### config.mk
export PLATFORM = sky130hd
export DESIGN_NAME = vec_mem_xfer_flat
export DESIGN_NICKNAME = d
export VERILOG_FILES = /design/src/rtl/cvp14_pkg.sv /design/src/rtl/vec_mem_xfer_if.sv /design/src/rtl/rd_lat_pipe.sv /design/src/rtl/vec_mem_xfer.sv /design/src/flat_wrapper.sv
export SDC_FILE = /design/constraint.sdc
export NUM_CORES = 1
export LEC_CHECK = 0
export CORE_AREA = 2 2 231 233
export DETAILED_ROUTE_END_ITERATION = 10
export DIE_AREA = 0 0 233 235
export PLACE_DENSITY = 0.85
export REMOVE_ABC_BUFFERS = 1
export SYNTH_ARGS = -nofsm -noshare
export SYNTH_HDL_FRONTEND = slang
export SYNTH_SLANG_ARGS = --single-unit
### constraint.sdc
create_clock -name Clk1 -period 5.3 [get_ports Clk1]
set_clock_uncertainty 0.2 [all_clocks]
set_input_delay 1.06 -clock Clk1 [delete_from_list [all_inputs] [get_ports Clk1]]
set_output_delay 1.06 -clock Clk1 [all_outputs]
set_load 0.01 [all_outputs]
### src/rtl/cvp14_pkg.sv
// cvp14_pkg: constants and types shared by the CVP14 vector memory path.
//   - OP_LOAD / OP_STORE : values carried on the Op line into vec_mem_xfer
//   - vld / vst          : core instruction opcodes for vector load/store
//   - LANES / DW / AW    : vector geometry and memory bus widths
//   - vx_state_e         : vector-unit transfer FSM encoding
//   - rd_tag_t           : {valid, element index} tag for an outstanding read
package cvp14_pkg;

  localparam int LANES = 16;
  localparam int DW    = 16;
  localparam int AW    = 16;

  localparam logic OP_LOAD  = 1'b0;
  localparam logic OP_STORE = 1'b1;

  localparam logic [3:0] vld = 4'b0100;
  localparam logic [3:0] vst = 4'b0101;

  typedef enum logic [2:0] {
    VX_IDLE     = 3'd0,
    VX_LD_ISSUE = 3'd1,
    VX_LD_DRAIN = 3'd2,
    VX_ST_ISSUE = 3'd3,
    VX_FINISH   = 3'd4
  } vx_state_e;

  typedef struct packed {
    logic       valid;
    logic [3:0] idx;
  } rd_tag_t;

  // True for the two opcodes that this engine services.
  function automatic logic is_vec_mem_op(input logic [3:0] opcode);
    return (opcode == vld) || (opcode == vst);
  endfunction

  // Maps a decoded vector memory opcode onto the Op line.
  function automatic logic op_from_opcode(input logic [3:0] opcode);
    return (opcode == vst) ? OP_STORE : OP_LOAD;
  endfunction

endpackage

### src/rtl/vec_mem_xfer_if.sv
// vec_mem_xfer_if: single-element system memory bus driven by vec_mem_xfer.
//   MemAddr    : element address
//   MemRD      : read strobe, one element per cycle
//   MemWR      : write strobe, one element per cycle
//   MemDataOut : write data
//   MemDataIn  : read data, valid RD_LAT cycles after the matching MemRD
// master = transfer engine, slave = memory.
interface vec_mem_xfer_if #(
  parameter int AW = cvp14_pkg::AW,
  parameter int DW = cvp14_pkg::DW
);

  logic [AW-1:0] MemAddr;
  logic          MemRD;
  logic          MemWR;
  logic [DW-1:0] MemDataOut;
  logic [DW-1:0] MemDataIn;

  modport master (
    output MemAddr,
    output MemRD,
    output MemWR,
    output MemDataOut,
    input  MemDataIn
  );

  modport slave (
    input  MemAddr,
    input  MemRD,
    input  MemWR,
    input  MemDataOut,
    output MemDataIn
  );

endinterface

### src/rtl/rd_lat_pipe.sv
// rd_lat_pipe: RD_LAT-deep shift register of {valid, index} tags.
//   clk     : clock
//   rst     : synchronous active-high clear of every stage
//   issue   : tag of the read on the bus this cycle
//   capture : tag whose data is on MemDataIn this cycle (capture enable + lane)
// A tag entering at the end of cycle k leaves the last stage during cycle
// k+RD_LAT, which is exactly when the memory returns that read's data.
module rd_lat_pipe
  import cvp14_pkg::*;
#(
  parameter int RD_LAT = 1
) (
  input  logic    clk,
  input  logic    rst,
  input  rd_tag_t issue,
  output rd_tag_t capture
);

  rd_tag_t stage [RD_LAT];

  always_ff @(posedge clk) begin
    if (rst) begin
      for (int j = 0; j < RD_LAT; j++) begin
        stage[j] <= '0;
      end
    end else begin
      stage[0] <= issue;
      for (int j = 1; j < RD_LAT; j++) begin
        stage[j] <= stage[j-1];
      end
    end
  end

  assign capture = stage[RD_LAT-1];

endmodule

### src/rtl/vec_mem_xfer.sv
// vec_mem_xfer: VLD/VST burst engine. Sequences LANES single-element
// transfers on the memory bus starting at Base; loads assemble VecOut and
// strobe VecWE once, stores serialise a snapshot of VecIn.
//   Clk1, Reset : clock, synchronous active-high reset
//   Start/Op/Base/VecIn : request, opcode, base address, store source
//   VecOut/VecWE        : assembled load vector and its write strobe
//   Busy/Done           : in-flight flag, one-cycle completion pulse
//   dbg_state           : current FSM state
//   mem                 : memory bus (master side)
//
// Request handshake: Start is a one-cycle request with no ready line. It is
// accepted only on an edge where the engine is idle (Busy=0) and Reset=0;
// any other Start is dropped, never queued. Op, Base and VecIn are captured
// on the accepting edge only.
module vec_mem_xfer
  import cvp14_pkg::*;
#(
  parameter int LANES  = cvp14_pkg::LANES,
  parameter int DW     = cvp14_pkg::DW,
  parameter int AW     = cvp14_pkg::AW,
  parameter int RD_LAT = 1
) (
  input  logic                Clk1,
  input  logic                Reset,
  input  logic                Start,
  input  logic                Op,
  input  logic [AW-1:0]       Base,
  input  logic [LANES*DW-1:0] VecIn,
  output logic [LANES*DW-1:0] VecOut,
  output logic                VecWE,
  output logic                Busy,
  output logic                Done,
  output vx_state_e           dbg_state,
  vec_mem_xfer_if.master      mem
);

  localparam logic [3:0] LAST_IDX = 4'(LANES - 1);

  vx_state_e state, state_n;

  // Registered datapath and outputs (_q) with their next values (_d).
  logic [3:0]          idx_q, idx_d;
  logic [AW-1:0]       base_q, base_d;
  logic [LANES*DW-1:0] snap_q, snap_d;
  logic [AW-1:0]       addr_q, addr_d;
  logic                rd_q, rd_d;
  logic                wr_q, wr_d;
  logic [DW-1:0]       dout_q, dout_d;
  logic                done_q, done_d;
  logic                we_q, we_d;
  logic                busy_q, busy_d;
  logic [LANES*DW-1:0] vec_q;

  rd_tag_t issue_tag, cap_tag;

  logic          last_issue;
  logic          last_capture;
  logic [3:0]    idx_inc;
  logic [AW-1:0] addr_inc;

  assign last_issue   = (idx_q == LAST_IDX);
  assign last_capture = cap_tag.valid && (cap_tag.idx == LAST_IDX);
  assign idx_inc      = idx_q + 4'd1;
  // Base + i wraps modulo 2^AW.
  assign addr_inc     = base_q + AW'(idx_inc);

  // The tag follows the read that is on the bus during this cycle.
  assign issue_tag.valid = rd_q;
  assign issue_tag.idx   = idx_q;

  rd_lat_pipe #(
    .RD_LAT (RD_LAT)
  ) u_rd_lat_pipe (
    .clk     (Clk1),
    .rst     (Reset),
    .issue   (issue_tag),
    .capture (cap_tag)
  );

  // FSM state register.
  always_ff @(posedge Clk1) begin
    if (Reset) begin
      state <= VX_IDLE;
    end else begin
      state <= state_n;
    end
  end

  // FSM next-state logic.
  always_comb begin
    state_n = state;
    case (state)
      VX_IDLE: begin
        if (Start) begin
          state_n = (Op == OP_LOAD) ? VX_LD_ISSUE : VX_ST_ISSUE;
        end
      end
      VX_LD_ISSUE: if (last_issue)   state_n = VX_LD_DRAIN;
      VX_LD_DRAIN: if (last_capture) state_n = VX_FINISH;
      VX_ST_ISSUE: if (last_issue)   state_n = VX_FINISH;
      VX_FINISH:                     state_n = VX_IDLE;
      default:                       state_n = VX_IDLE;
    endcase
  end

  // FSM output logic: next values of every registered output, so each
  // output changes on the same edge as the state it belongs to.
  always_comb begin
    idx_d  = idx_q;
    base_d = base_q;
    snap_d = snap_q;
    addr_d = addr_q;
    rd_d   = 1'b0;
    wr_d   = 1'b0;
    dout_d = dout_q;
    done_d = 1'b0;
    we_d   = 1'b0;
    busy_d = (state_n != VX_IDLE);
    case (state)
      VX_IDLE: begin
        if (Start) begin
          idx_d  = 4'd0;
          base_d = Base;
          snap_d = VecIn;
          addr_d = Base;
          rd_d   = (Op == OP_LOAD);
          wr_d   = (Op == OP_STORE);
          // Snapshot is not yet loaded, so element 0 comes straight from VecIn.
          if (Op == OP_STORE) begin
            dout_d = VecIn[DW-1:0];
          end
        end
      end
      VX_LD_ISSUE: begin
        if (!last_issue) begin
          idx_d  = idx_inc;
          addr_d = addr_inc;
          rd_d   = 1'b1;
        end
      end
      VX_LD_DRAIN: begin
        if (last_capture) begin
          done_d = 1'b1;
          we_d   = 1'b1;
        end
      end
      VX_ST_ISSUE: begin
        if (!last_issue) begin
          idx_d  = idx_inc;
          addr_d = addr_inc;
          wr_d   = 1'b1;
          dout_d = snap_q[int'(idx_inc)*DW +: DW];
        end else begin
          done_d = 1'b1;
        end
      end
      default: ;
    endcase
  end

  // Datapath and output registers.
  always_ff @(posedge Clk1) begin
    if (Reset) begin
      idx_q  <= '0;
      base_q <= '0;
      snap_q <= '0;
      addr_q <= '0;
      rd_q   <= 1'b0;
      wr_q   <= 1'b0;
      dout_q <= '0;
      done_q <= 1'b0;
      we_q   <= 1'b0;
      busy_q <= 1'b0;
      vec_q  <= '0;
    end else begin
      idx_q  <= idx_d;
      base_q <= base_d;
      snap_q <= snap_d;
      addr_q <= addr_d;
      rd_q   <= rd_d;
      wr_q   <= wr_d;
      dout_q <= dout_d;
      done_q <= done_d;
      we_q   <= we_d;
      busy_q <= busy_d;
      if (cap_tag.valid) begin
        vec_q[int'(cap_tag.idx)*DW +: DW] <= mem.MemDataIn;
      end
    end
  end

  assign mem.MemAddr    = addr_q;
  assign mem.MemRD      = rd_q;
  assign mem.MemWR      = wr_q;
  assign mem.MemDataOut = dout_q;

  assign VecOut    = vec_q;
  assign VecWE     = we_q;
  assign Busy      = busy_q;
  assign Done      = done_q;
  assign dbg_state = state;

endmodule

### src/flat_wrapper.sv
// flat-port wrapper written by rule: the top's interface ports become plain ports
module vec_mem_xfer_flat import cvp14_pkg::*;
#(
  parameter int LANES  = cvp14_pkg::LANES,
  parameter int DW     = cvp14_pkg::DW,
  parameter int AW     = cvp14_pkg::AW,
  parameter int RD_LAT = 1
)
  (Clk1, Reset, Start, Op, Base, VecIn, VecOut, VecWE, Busy, Done, dbg_state, mem_MemAddr, mem_MemRD, mem_MemWR, mem_MemDataOut, mem_MemDataIn);
  vec_mem_xfer_if #(.AW(AW), .DW(DW)) mem_i ();
  input  logic Clk1;
  input  logic Reset;
  input  logic Start;
  input  logic Op;
  input  logic [AW-1:0] Base;
  input  logic [LANES*DW-1:0] VecIn;
  output logic [LANES*DW-1:0] VecOut;
  output logic VecWE;
  output logic Busy;
  output logic Done;
  output vx_state_e dbg_state;
  output wire logic [$bits(mem_i.MemAddr)-1:0] mem_MemAddr;
  output wire logic [$bits(mem_i.MemRD)-1:0] mem_MemRD;
  output wire logic [$bits(mem_i.MemWR)-1:0] mem_MemWR;
  output wire logic [$bits(mem_i.MemDataOut)-1:0] mem_MemDataOut;
  input wire logic [$bits(mem_i.MemDataIn)-1:0] mem_MemDataIn;
  assign mem_MemAddr = mem_i.MemAddr;
  assign mem_MemRD = mem_i.MemRD;
  assign mem_MemWR = mem_i.MemWR;
  assign mem_MemDataOut = mem_i.MemDataOut;
  assign mem_i.MemDataIn = mem_MemDataIn;
  vec_mem_xfer #(.LANES(LANES), .DW(DW), .AW(AW), .RD_LAT(RD_LAT)) u_core (.Clk1(Clk1), .Reset(Reset), .Start(Start), .Op(Op), .Base(Base), .VecIn(VecIn), .VecOut(VecOut), .VecWE(VecWE), .Busy(Busy), .Done(Done), .dbg_state(dbg_state), .mem(mem_i));
endmodule
**Word-level counts from Yosys, hierarchy flattened**

Memory sizes are Yosys's and may differ from the RTL's.
Index checks and enable logic that the tools add are counted.

- Reduce and logical (&&, ||, !) cells: 11
- Bitwise operators: 2
- Shift operators: 3
- Add/sub/neg operators: 3
- Equality and inequality tests: 9
- Multipliers: 0
- Muxes and demuxes: 30
- $lt $le $gt $ge: 0
- Divide/modulo/power cells: 0

Operators with widths:

| cell | number |
|---|---|
| bitwise mux 256 bit | 1 |
| variable shift 16 x 33 -> 256 bit, first input constant | 1 |
| indexed part select 16 x 33 -> 256 bit | 1 |
| indexed part select 256 x 9 -> 16 bit | 1 |
| 2-to-1 mux 16 bit | 5 |
| one-hot mux 16 bit (2 select lines) | 2 |
| negator 8 -> 33 bit | 1 |
| adder 16 x 4 -> 16 bit | 1 |
| 2-to-1 mux 3 bit | 4 |
| one-hot mux 3 bit (4 select lines) | 1 |
| 2-to-1 mux 1 bit | 9 |
| == test 4 bit, second input constant | 2 |
| 2-to-1 mux 4 bit | 2 |
| inequality test 2 bit, second input constant | 4 |
| one-hot mux 4 bit (2 select lines) | 1 |
| == test 3 x 2 -> 1 bit, second input constant | 2 |
| one-hot mux 1 bit (2 select lines) | 3 |
| 2-to-1 mux 5 bit | 1 |
| OR reduction 5 bit | 1 |
| adder 4 x 1 -> 4 bit, second input constant | 1 |
| AND reduction 4 bit | 1 |
| nonzero test 2 bit | 2 |
| OR reduction 2 bit | 2 |
| == test 3 x 1 -> 1 bit, second input constant | 1 |
| 7 further kinds | 8 |

- Logic and storage cells: 71
- Register bits after elaboration: 572
- Bits in writable memories: 5
- Memories: 1
- Bits in read-only memories: 0
- Latch bits: 0
- Input bits: 292
- Output and inout bits: 296

Memory list:

| name | words | width | read ports | clocked after memory_dff | write ports | line | source |
|---|---|---|---|---|---|---|---|
| u_core.u_rd_lat_pipe.stage | 1 | 5 | 1 | 0 | 1 | rd_lat_pipe.sv:19 | `rd_tag_t stage [RD_LAT];` |

**Logic depth before layout (Yosys ltp)**

Gate-level depths: netlist of the first run.
An unclocked memory read counts as a cell.

- Word-level depth: 6
- Depth in mapped cells: 12
- Gate-level depth less buffers: 9

**Modules after synthesis**

Synthesis of the first run repeated with hierarchy kept, for this count alone.

- Cell total of the unflattened synthesis: 2,649
- Area, all modules: 23,312.4 µm²

By module, submodules not included:

| module | sequential area each (µm²) | area an instance (µm²) | instances | cells an instance |
|---|---|---|---|---|
| vec_mem_xfer | 11,451.0 | 23,181.0 | 1 | 2,639 |
| rd_lat_pipe | 100.1 | 131.4 | 1 | 10 |

**Worst setup path after synthesis of the first run**

No wires, ideal clock.

- Path kind: register to register
- Start point: register u_core.idx_q[1]
- End point: register u_core.addr_q[6] (netlist: u_core.mem.MemAddr[6])
- Setup time: 0.070 ns
- Data arrival time: 2.568 ns
- Slack: 2.462 ns
- Stages on the path, launching flop included: 11
- Required time: 5.030 ns
- Path buffers: 2
- Clock period less this slack: 2.838 ns
- Path through: dfxtp_1 -> ha_1 -> buf_2 -> buf_2 -> inv_1 -> fa_1 -> nand2b_1 -> a211oi_1 -> xnor2_1 -> a211o_1 -> a21oi_1

- Word-level cells in the longest chain between the ends: 4
- Elaborated cells on any way between the ends: 7
- Classes of those cells: add/sub (2); eq/ne (2); mux (2); reduce/logical (1)

Ends and longest elaborated chain:

| what | line | source |
|---|---|---|
| start: declaration | vec_mem_xfer.sv:42 | `logic [3:0] idx_q, idx_d;` |
| start signal: assignment | vec_mem_xfer.sv:176 | `idx_q <= idx_d;` |
| adder 4 x 1 -> 4 bit | vec_mem_xfer.sv:63 | `assign idx_inc = idx_q + 4'd1;` |
| adder 16 x 4 -> 16 bit | vec_mem_xfer.sv:65 | `assign addr_inc = base_q + AW'(idx_inc);` |
| 2-to-1 mux 16 bit | vec_mem_xfer.sv:135, vec_mem_xfer.sv:148 |  |
| one-hot mux 16 bit (2 select lines) | vec_mem_xfer.sv:119 | `case (state)` |
| end signal: assignment | vec_mem_xfer.sv:179 | `addr_q <= addr_d;` |
| end: declaration | vec_mem_xfer.sv:45 | `logic [AW-1:0] addr_q, addr_d;` |

Parallel ways exist; a longest one is shown, timed or not. The select of a mux whose other input is x is not followed.
A chain may end at the register's enable or synchronous reset.

**Worst setup path after layout of the first run**

- Start point: memory u_core.u_rd_lat_pipe.stage[0][0] (netlist name)
- End point: register u_core.vec_q[152] (netlist: u_core.VecOut[152])

- Word-level cells in the longest chain between the ends: 4
- Elaborated cells on any way between the ends: 5
- Classes of those cells: add/sub (1); shift (2); mux (1); memory (1)

Ends and longest elaborated chain:

| what | line | source |
|---|---|---|
| start: declaration | rd_lat_pipe.sv:19 |  |
| memory read (1 x 5 bit) (*) | - |  |
| negator 8 -> 33 bit (*) | vec_mem_xfer.sv:187 | `vec_q[int'(cap_tag.idx)*DW +: DW] <= mem.MemDataIn;` |
| indexed part select 16 x 33 -> 256 bit / variable shift 16 x 33 -> 256 bit (equally long branches) | vec_mem_xfer.sv:187 |  |
| bitwise mux 256 bit (*) | vec_mem_xfer.sv:187 |  |
| end signal: indexed assignment | vec_mem_xfer.sv:187 |  |
| end: declaration | vec_mem_xfer.sv:52 | `logic [LANES*DW-1:0] vec_q;` |

Every way passes the cells marked *; elsewhere a longest branch is shown, timed or not.

==> results.md, run 1 <==
* DR iter-0 viols at ~2,200
* Yosys top cell area share at 0.503
* Final Net Count at roughly 3,400
* Die W at roughly 230 um
* RSZ-0062 raised after global routing: false
* CP Max Fanout at 16
* Synth Cell Area at 0.0230 mm^2
* Placer Congestion at 0.885
* Mapped Cells at 2,724
* Largest net degree at the start of global routing at 223
* Crit path cell chain: inv_1 > ha_1 > xor2_2 > nor4_4 > nand3_2 > mux2i_1 > nor2_1
* Via/cell ratio at ~5.5
* Clock latency on the worst-skew pair at between 0.6 and 0.7 ns
* DR top layer: met5
* YS warnings at 0
* Slowest-stage cell, CP: nor4_4
* Critical path's largest stage delay at between 0.7 and 0.8 ns
* Die ar. at around 0.055 mm^2
* P_sw at 2420 uW
* H-tree depth at 2
* GRT Total Usage at 0.266
* Outcome: finished, final reports clean
* Die Ht at 235 um
* Synth area leaders: dfxtp_1 50%, nand2_1 14%, a21oi_1 11%, mux4_2 6.3%, mux2i_1 4.1%
* Share of post-route cells with drive strength above 1 at 0.0606
* WL met1 at 29.3 mm
* Setup violations, final at 0
* Area Overhead vs Synth at 34.4%
* Critical setup path kind: reg2reg
* Slew of the pin with the lowest slew margin at 1.29 ns
* Clock tree buffer depth at 3
* Multi-input gate area at 0.0104 mm^2
* Ports at 588
* Row count at 84
* Hold-fix buffers at CTS at 0
* Fin. Hold Viols at 0
* Port Buf Inserts at 587
* Root buf cell: clkbuf_16
* Asr flop ratio synth at 0
* Register area share after synthesis at 0.503
* Sw frac at 0.248
* Clk pwr share at 0.416
* # fillers at 4,320
* Lkg Pwr at ~0.011 uW
* Postcts setup bufs at 0
* Required @ worst endpoint at 5.56 ns
* Met2 Wirelength at roughly 36 mm
* Max_cap viols at 0
* Combinational power share at 0.111
* Fin crit period at 3.70 ns
* Routed len/inst at a little under 20 um
* TritonRoute pass-1 iters at 6
* Slew Viols, Final at 0
* Internal power at 7330 uW
* Number of routed nets with antenna violations at 0
* First-pass GRT wire length at 115 mm
* Maximum clock rate at 271 MHz
* Clock transition at path regs at 0.06 ns
* Global route overflow at 0
* DRC Markers at 0
* CTS sink count at between 500 and 600
* Period utilization at 0.697
* CP arrival at about 4.0 ns
* Yosys top cell by area: dfxtp_1
* WL met3 at roughly 7.5 mm
* Avg Synthesized Cell Area at roughly 8.4 um^2
* Core box area at 0.0522 mm^2
* EDFF count, synth at 0
* Max transition margin at 0.134
* Vias after detailed routing at ~21,000
* Vias in the first global route at 20,200
* Final Cell Area at 0.0309 mm^2
* Startpoint Class: flip-flop
* Worst vdd ir at 0.260 mV
* Initial cell density of the core at 0.440
* DPL Wire Length at a little over 50 mm
* DRT Wirelength at 76.0 mm
* Reg power frac at 0.473
* FF/Latch Area at 0.0116 mm^2
* Post-route worst hold slack at 0.249 ns
* Cts bufs inserted at 58
* CTS tree: built
* # resized after CTS at 0
* Initial antenna violation count at 13
* PwrDens at 316 mW/mm^2
* Setup crit end kind: flip-flop
* Placed Area at 0.0290 mm^2
* Tightest Hold Check Type: reg2reg
* Predominant post-synthesis flop cell: dfxtp_1
* Synth Register Bits at 577
* Synth cell types at 56
## path summary, 6_finish.rpt
path                                                        from            endpoint  slack, ns  cells past startpoint
worst min register to register                u_core.VecOut[211]  u_core.VecOut[211]       0.25                      2
worst max register to register  u_core.u_rd_lat_pipe.stage[0][0]  u_core.VecOut[152]       1.60                      7
worst min-delay path                          u_core.VecOut[211]  u_core.VecOut[211]       0.25                      2
worst max-delay path            u_core.u_rd_lat_pipe.stage[0][0]  u_core.VecOut[152]       1.60                      7
## layout by cell type, fill, tap and decap left out, types with 3 or more instances in the layout
cell and instances:
nor2_1 87, nand3_1 165, a211oi_1 5, o21a_1 16, a211o_1 3, a32o_1 16, and2_1 7, a311oi_1 4
ha_1 7, a221oi_1 4, o21ai_0 6, mux2i_1 94, xnor2_1 5, and4_1 3, clkbuf_8 17, clkdlybuf4s50_1 586
clkbuf_1 11, nand4_1 3, nor2b_1 6, dfxtp_1 576, clkbuf_16 59, xor2_1 8, nor3_1 5, diode_2 6
mux4_2 64, inv_1 12, and3_1 9, buf_12 4, a21oi_1 483, nand2b_1 5, buf_4 16, nand2_1 846
clkinv_2 7
## logic make-up after synthesis
kind of cell             count (synthesis)  share of synthesized area
adder cells (fa/ha/maj)                  9                    0.00523
buffers and inverters                  259                     0.0454
multiplexers                           158                      0.104
AND/OR/NAND/NOR                       1155                      0.207
flip-flops                             577                      0.503
AO/OA/AOI/OAI                          551                      0.130
XOR/XNOR                                15                    0.00605
## worst max-delay path, delay by kind of cell (launching register included)
kind	cells	cell delay (ns)
buf+inv	1	0.17
xor+xnor	1	0.22
simple gates	3	1.50
mux	1	0.44
fa+ha+maj	1	0.34
flops	1	0.66
## registers in the layout, summed over array words and instances (netlist names)
signal / count
u_core.snap_q: 256
u_core.mem.MemWR: 1
u_core.mem.MemRD: 1
u_core.dbg_state: 3
u_core.Busy: 1
u_core.mem.MemDataOut: 16
u_core.mem.MemAddr: 16
u_core.idx_q: 4
u_core.VecOut: 256
u_core.VecWE: 1
u_core.base_q: 16
u_core.u_rd_lat_pipe.stage: 5
u_core.Done: 1
## Yosys cell counts, types with 3 or more instances
master	number
nor2b_1	7
mux2i_1	94
a211oi_1	5
o21a_1	16
dfxtp_1	577
buf_1	6
mux4_2	64
nand2_1	847
nor3_1	6
a32o_1	16
a311oi_1	4
a21oi_1	483
and4_1	3
a211o_1	3
inv_1	12
clkbuf_1	199
nand4_1	3
xnor2_1	5
and2_1	7
a221oi_1	4
nand3_1	165
ha_1	8
nand2b_1	5
buf_2	38
and3_1	9
nor2_1	87
o21ai_0	6
xor2_1	9
## power groups by stage
stage | clock network, uW | logic [uW] | registers (uW)
global placement | 0 | 1050 | 4690
floorplan | 0 | 529 | 4690
CTS | 4100 | 1070 | 4610
finish | 4060 | 1080 | 4610
global route | 4270 | 1160 | 4630
detailed placement | 0 | 1070 | 4700
## metal layers
layer	global-route usage	vias up
met5	0	-
met4	0.113	14
met3	0.0683	213
met2	0.437	1049
met1	0.330	10200
li1	-	9986
## stage by stage
stage,utilization,power (uW),TNS [ns],cells,worst slack (ns)
floorplan,-,5220,-862.04,2477,-4.61
global placement,0.555,5740,0,3772,1.43
detailed placement,0.555,5770,0,3772,1.33
CTS,0.591,9780,0,3873,1.64
global route,0.591,10100,0,3876,1.36
finish,0.591,9750,0,3879,1.60
## final cells by class
type,count,share of cell area
diodes,6,0.000486
clock buffers,87,0.0568
clock inverters,14,0.00413
inverters,12,0.00146
multi-input cells,1888,0.338
flip-flops and latches,577,0.374
well taps,688,0.0279
repair buffers,607,0.197
(Power assumes the default switching activity.)
==> inputs of run 2 (changes only) <==
--- a/config.mk
+++ b/config.mk
@@ -5,10 +5,10 @@
 export SDC_FILE = /design/constraint.sdc
 export NUM_CORES = 1
 export LEC_CHECK = 0
-export CORE_AREA = 2 2 231 233
+export CORE_AREA = 2 2 227 229
 export DETAILED_ROUTE_END_ITERATION = 10
-export DIE_AREA = 0 0 233 235
-export PLACE_DENSITY = 0.85
+export DIE_AREA = 0 0 229 231
+export PLACE_DENSITY = 0.87
 export REMOVE_ABC_BUFFERS = 1
 export SYNTH_ARGS = -nofsm -noshare
 export SYNTH_HDL_FRONTEND = slang
==> constraint.sdc (replaced) <==
create_clock -name Clk1 -period 3.6 [get_ports Clk1]
set_clock_uncertainty 0.2 [all_clocks]
set_input_delay 0.72 -clock Clk1 [delete_from_list [all_inputs] [get_ports Clk1]]
set_output_delay 0.72 -clock Clk1 [all_outputs]
set_load 0.01 [all_outputs]
==> run 2 against run 1 <==
- clock-buffer cell count decreased by 9
- total power increased by 49%
- design area increased by 0.92%
- critical path depth unchanged
- critical path type unchanged
- first-iteration DRC count increased by 4.2%
==> results.md, run 2 (synthesis results as in run 1) <==
* Outcome: finished, final reports clean
* Crit path cell chain: nor3_1 > ha_1 > nand3b_1 > a21oi_2 > and2_1 > nand3_1 > a21oi_1
* Number of routed nets with antenna violations at 0
* Worst vdd ir at between 0.3 and 0.4 mV
* Clock tree buffer depth at 3
* Required @ worst endpoint at 3.91 ns
* Die ar. at 0.0529 mm^2
* Setup violations, final at 0
* TritonRoute pass-1 iters at 6
* Slowest-stage cell, CP: and2_1
* Max transition margin at 0.174
* Vias after detailed routing at between 20,000 and 25,000
* DRT Wirelength at between 70 and 80 mm
* DRC Markers at 0
* Crit path buf inv count at 0
* Share of post-route cells with drive strength above 1 at 0.0673
* RSZ-0062 raised after global routing: false
* WHS Path Cells at 2
* Clock transition at path regs at 0.06 ns
* Fin util at 0.615
* GRT Total Usage at 0.279
* Root buf cell: clkbuf_16
* Initial antenna violation count at 7
* Clk pwr share at 0.420
* Critical setup path kind: reg2reg
* Grt met1 use at 0.343
* PwrDens at 467 mW/mm^2
* Vias in the first global route at 20,800
* Routed len/inst at 20.0 um
* Cts bufs inserted at 55
* Non-filler cells, final at between 3,000 and 4,000
* Placer Congestion at 0.861
* H-tree depth at 2
* Startpoint Class: flip-flop
* CP arrival at around 3.3 ns
* Core box area at 0.0507 mm^2
* CTS tree: built
* Final Net Count at around 3,500
* Post-route worst hold slack at between 0.2 and 0.25 ns
* Fin crit period at a little over 3 ns
* R2R setup slack at 0.57 ns
* Dpl cells at between 3,000 and 4,000
* Slew Viols, Final at 0
* DPL Wire Length at roughly 52 mm
* Final TNS setup at 0 ns
* # fillers at 3,947
* Delay-heaviest family, CP: simple AND/OR/NAND/NOR gates
* Die Ht at 231 um
* Placed Area at 0.0292 mm^2
* Global route overflow at 0
* Gr busiest metal: met2
* Worst R2R Path Depth at 7
* Clock latency on the worst-skew pair at 0.60 ns
* Area Overhead vs Synth at 35.6%
* Lkg Pwr at approximately 0.011 uW
* Reg2Reg Capture Point: u_core.VecOut[103]
* Ports at 588
* Critical path's largest stage delay at 0.64 ns
* Maximum clock rate at 330 MHz
* Met2 GRT Util at 0.476
* Slew of the pin with the lowest slew margin at 1.24 ns
* Setup crit end kind: flip-flop
* Internal power at 11,000 uW
* Most common cell after layout, fill and taps aside: nand2_1
* Met3 GRT Util at 0.0556
* Hold EP: u_core.VecOut[222]
* Via/cell ratio at 5.62
* CTS sink count at around 580
* Row count at 83
* Tightest Hold Check Type: reg2reg
* Initial cell density of the core at 0.453
* Sw frac at 0.245
* First-pass GRT wire length at 117 mm
* Die W at 229 um
* # resized after CTS at 0
* Max_cap viols at 0
* DR iter-0 viols at approximately 2,300
* Most frequent cells in the layout: 846 x nand2_1, 586 x clkdlybuf4s50_1, 576 x dfxtp_1
* Combinational power share at 0.113
* Period utilization at 0.843
* Postcts setup bufs at 0
* CP Max Fanout at 16
* Hold-fix buffers at CTS at 0
* HP Start: u_core.VecOut[222]
* Final Cell Area at 0.0312 mm^2
* P_sw at 3570 uW
* Largest net degree at the start of global routing at 204
* Port Buf Inserts at 587
* Reg-to-reg startpoint: u_core.u_rd_lat_pipe.stage[0][2]
* Fin. Hold Viols at 0
* Reg power frac at 0.467
run 2: cell types whose count changed in the layout (fill, tap and decap cells not counted), moves of 2 or more:
cell | previous run | this run
clkinv_4 | 0 | 2
clkbuf_8 | 17 | 10
bufinv_16 | 1 | 7
diode_2 | 6 | 4
buf_12 | 4 | 11
clkbuf_16 | 59 | 56
buf_4 | 16 | 33
run 2: power by group through the flow:
stage / registers (uW) / logic [uW] / clock network (uW)
after detailed placement: 6920 / 1610 / 0
final: 6790 / 1640 / 6110
after floorplan: 6910 / 778 / 0
after CTS: 6780 / 1630 / 6160
after global placement: 6910 / 1590 / 0
after global routing: 6810 / 1760 / 6420
run 2: how the worst max path moves through the flow:
stage,start,cells after the start,end,slack (ns)
after floorplan,Start,4,u_core.mem.MemAddr[6],-5.97
after CTS,u_core.u_rd_lat_pipe.stage[0][2],7,u_core.VecOut[22],0.56
after global placement,Start,6,u_core.snap_q[201],0.63
after detailed placement,Start,6,u_core.snap_q[52],0.58
final,u_core.u_rd_lat_pipe.stage[0][2],7,u_core.VecOut[103],0.57
after global routing,u_core.u_rd_lat_pipe.stage[0][2],7,u_core.VecOut[98],0.37
run 2: area by class of cell:
type,count,area (um^2),area share
Antenna cell,4,10.0,0.000321
Clock buffer,78,1580,0.0508
Clock inverter,23,328,0.0105
Inverter,12,45.0,0.00145
Multi-Input combinational cell,1888,10400,0.335
Sequential cell,577,11600,0.371
Tap cell,680,851,0.0273
Timing Repair Buffer,631,6350,0.204
run 2: worst min-delay path, cell delays in order, from the launching register on:
cell and delay, ns:
dfxtp_1 0.31, nand2_1 0.05, a21oi_1 0.05
run 2: per-layer routing:
layer | part of all wire | routed length (um)
met1 | 0.38 | 29400
met3 | 0.095 | 7370
met2 | 0.49 | 37800
met4 | 0.041 | 3160
met5 | 0.00039 | 30
run 2: through the flow:
stage                     setup slack, ns  power, uW
after CTS                           0.558      14600
after global routing                0.368      15000
final                               0.566      14500
after floorplan                     -5.97       7690
after detailed placement            0.577       8530
after global placement              0.634       8500
==> inputs of run 3 (changes only) <==
--- a/config.mk
+++ b/config.mk
@@ -5,10 +5,10 @@
 export SDC_FILE = /design/constraint.sdc
 export NUM_CORES = 1
 export LEC_CHECK = 0
-export CORE_AREA = 2 2 227 229
+export CORE_MARGIN = 1
+export CORE_UTILIZATION = 44
 export DETAILED_ROUTE_END_ITERATION = 10
-export DIE_AREA = 0 0 229 231
-export PLACE_DENSITY = 0.87
+export PLACE_DENSITY = 0.88
 export REMOVE_ABC_BUFFERS = 1
 export SYNTH_ARGS = -nofsm -noshare
 export SYNTH_HDL_FRONTEND = slang
==> constraint.sdc (replaced) <==
create_clock -name Clk1 -period 2.52 [get_ports Clk1]
set_clock_uncertainty 0.2 [all_clocks]
set_input_delay 0.504 -clock Clk1 [delete_from_list [all_inputs] [get_ports Clk1]]
set_output_delay 0.504 -clock Clk1 [all_outputs]
set_load 0.01 [all_outputs]
==> run 3 against run 2 <==
- total power is 40% higher
- cell count is 1.9% higher
- via count is 1.6% higher
- global-route usage is 0.086 points higher
- clock power is 33% higher
- core utilization is 0.58 points higher
- design area is 2.4% higher
- first-iteration DRC count is 0.75% lower
- sequential power is 43% higher
- critical path type is now reg2out
==> results.md, run 3 (synthesis results as in run 1) <==
* Outcome: finished, final reports clean
* Initial antenna violation count at 8
* DPL Wire Length at 52.9 mm
* Slew of the pin with the lowest slew margin at 1.04 ns
* Delay-heaviest family, CP: buffers and inverters
* TritonRoute pass-1 iters at 6
* Die ar. at 0.0531 mm^2
* Global route overflow at 0
* Root buf cell: clkbuf_16
* Port Buf Inserts at 587
* PwrDens at 637 mW/mm^2
* Area Overhead vs Synth at 38.8%
* Lkg Pwr at 0.0113 uW
* Period utilization at 0.969
* Slew Viols, Final at 0
* Initial cell density of the core at 0.447
* Post-route setup slack at 0.0774 ns
* Clock transition at path regs at 0.06 ns
* CTS sink count at slightly below 600
* Clock tree buffer depth at 3
* First-pass GRT wire length at around 120 mm
* Vias in the first global route at 21,000
* DRT Wirelength at 78.5 mm
* Tightest Hold Check Type: in2reg
* DR iter-0 viols at 2,254
* Clock latency on the worst-skew pair at 0.60 ns
* Ports at around 590
* Setup crit end kind: output pin
* Final Net Count at 3,539
* Share of post-route cells with drive strength above 1 at 0.0890
* Pre-CTS WS at -0.323 ns
* Core box area at 0.0514 mm^2
* Non-filler cells, final at around 4,000
* Routed len/inst at 19.8 um
* Via/cell ratio at 5.60
* Critical path's largest stage delay at 0.56 ns
* Dpl cells at approximately 3,900
* Die Ht at 230 um
* RSZ-0062 raised after global routing: false
* DRC Markers at 0
* Slowest-stage cell, CP: clkdlybuf4s50_1
* Maximum clock rate at 409 MHz
* Required @ worst endpoint at 1.82 ns
* Number of routed nets with antenna violations at 0
* Die W at between 200 and 250 um
* Placer Congestion at 0.862
* Max_cap viols at 0
* CP Max Fanout at 7
* Cts bufs inserted at 56
* Largest net degree at the start of global routing at 209
* Most frequent cells in the layout: 844 x nand2_1, 586 x clkdlybuf4s50_1, 572 x dfxtp_1
* Max transition margin at 0.303
* Vias after detailed routing at 22,200
* Startpoint Class: flip-flop
* Multi-input gate area at 0.0105 mm^2
* Worst vdd ir at between 0.4 and 0.5 mV
* Most common cell after layout, fill and taps aside: nand2_1
* Fin crit period at 2.44 ns
* H-tree depth at 2
* CP arrival at approximately 1.7 ns
* Crit path buf inv count at 2
* # fillers at about 3,800
* CTS tree: built
* Row count at 83
* Crit path cell chain: buf_4 > clkdlybuf4s50_1
* Critical setup path kind: reg2out
* GRT Total Usage at 0.279
* FF/Latch Area at 0.0116 mm^2
* Fin. Hold Viols at 0
* Setup violations, final at 0
[run 3: changes by cell type in the layout (fill, tap and decap cells not counted), sizes merged]
cell	change
buf	+68
bufinv	-6
clkbuf	+17
clkinv	-5
clkinvlp	-2
diode	+3
dlygate4sd3	+1
inv	-2
[run 3: what timing repair did]
action / CTS / global route
endpoints found under the setup margin: 29 / 168
hold endpoints to repair: 18 / 0
pin swaps: 0 / 3
hold buffers: 1 / 0
resized for setup: 6 / 19
setup buffers: 1 / 3
gates cloned: 0 / 3
[run 3: final cells by class]
| type | instances | area share |
|---|---|---|
| inverters | 12 | 0.00141 |
| multi-input cells | 1888 | 0.329 |
| diodes | 7 | 0.000549 |
| well taps | 680 | 0.0267 |
| clock inverters | 8 | 0.00263 |
| flip-flops and latches | 577 | 0.362 |
| clock buffers | 92 | 0.0526 |
| repair buffers | 703 | 0.225 |
[run 3: path summary, 6_finish.rpt]
| path | startpoint | slack, ns | to | depth (start not counted) |
|---|---|---|---|---|
| max | u_core.dbg_state[0] | 0.08 | dbg_state[0] | 2 |
| min | VecIn[163] | 0.25 | u_core.snap_q[163] | 3 |
| max reg2reg | u_core.dbg_state[1] | 0.09 | u_core.snap_q[166] | 5 |
| min reg2reg | u_core.VecOut[187] | 0.25 | u_core.VecOut[187] | 2 |
[run 3: stage by stage]
stage               utilization  hold WS (ns)  power [uW]  cell area, um^2  setup TNS, ns
finish                    0.620         0.246       20300            31900              0
global route              0.620         0.233       21000            31900              0
global placement          0.582         0.238       12200            29900         -36.92
floorplan                     -         0.227       11000            22000       -1888.47
CTS                       0.617         0.217       20300            31700              0
detailed placement        0.582         0.243       12300            29900         -47.31
[run 3: worst register-to-register path: stages, from the launching register on]
cell     delay, ns
dfxtp_1       0.39
nor4b_4       0.33
buf_4         0.27
buf_12        0.45
nand2_1       0.53
a21oi_1       0.19
[run 3: metal layers]
layer,GRT usage,part of all wire,up-vias
met5,0,0.00017,-
met4,0.137,0.049,2
met2,0.470,0.48,1378
met1,0.342,0.37,10400
li1,-,-,10200
met3,0.0547,0.10,236
[run 3: report_power, final]
| part | leakage [uW] | internal, uW | switching [uW] | total, uW |
|---|---|---|---|---|
| logic | 0.00579 | 1190 | 1310 | 2500 |
| clock network | 0.000860 | 4630 | 3510 | 8140 |
| registers | 0.00470 | 9480 | 212 | 9690 |
| total | 0.0113 | 15300 | 5030 | 20300 |
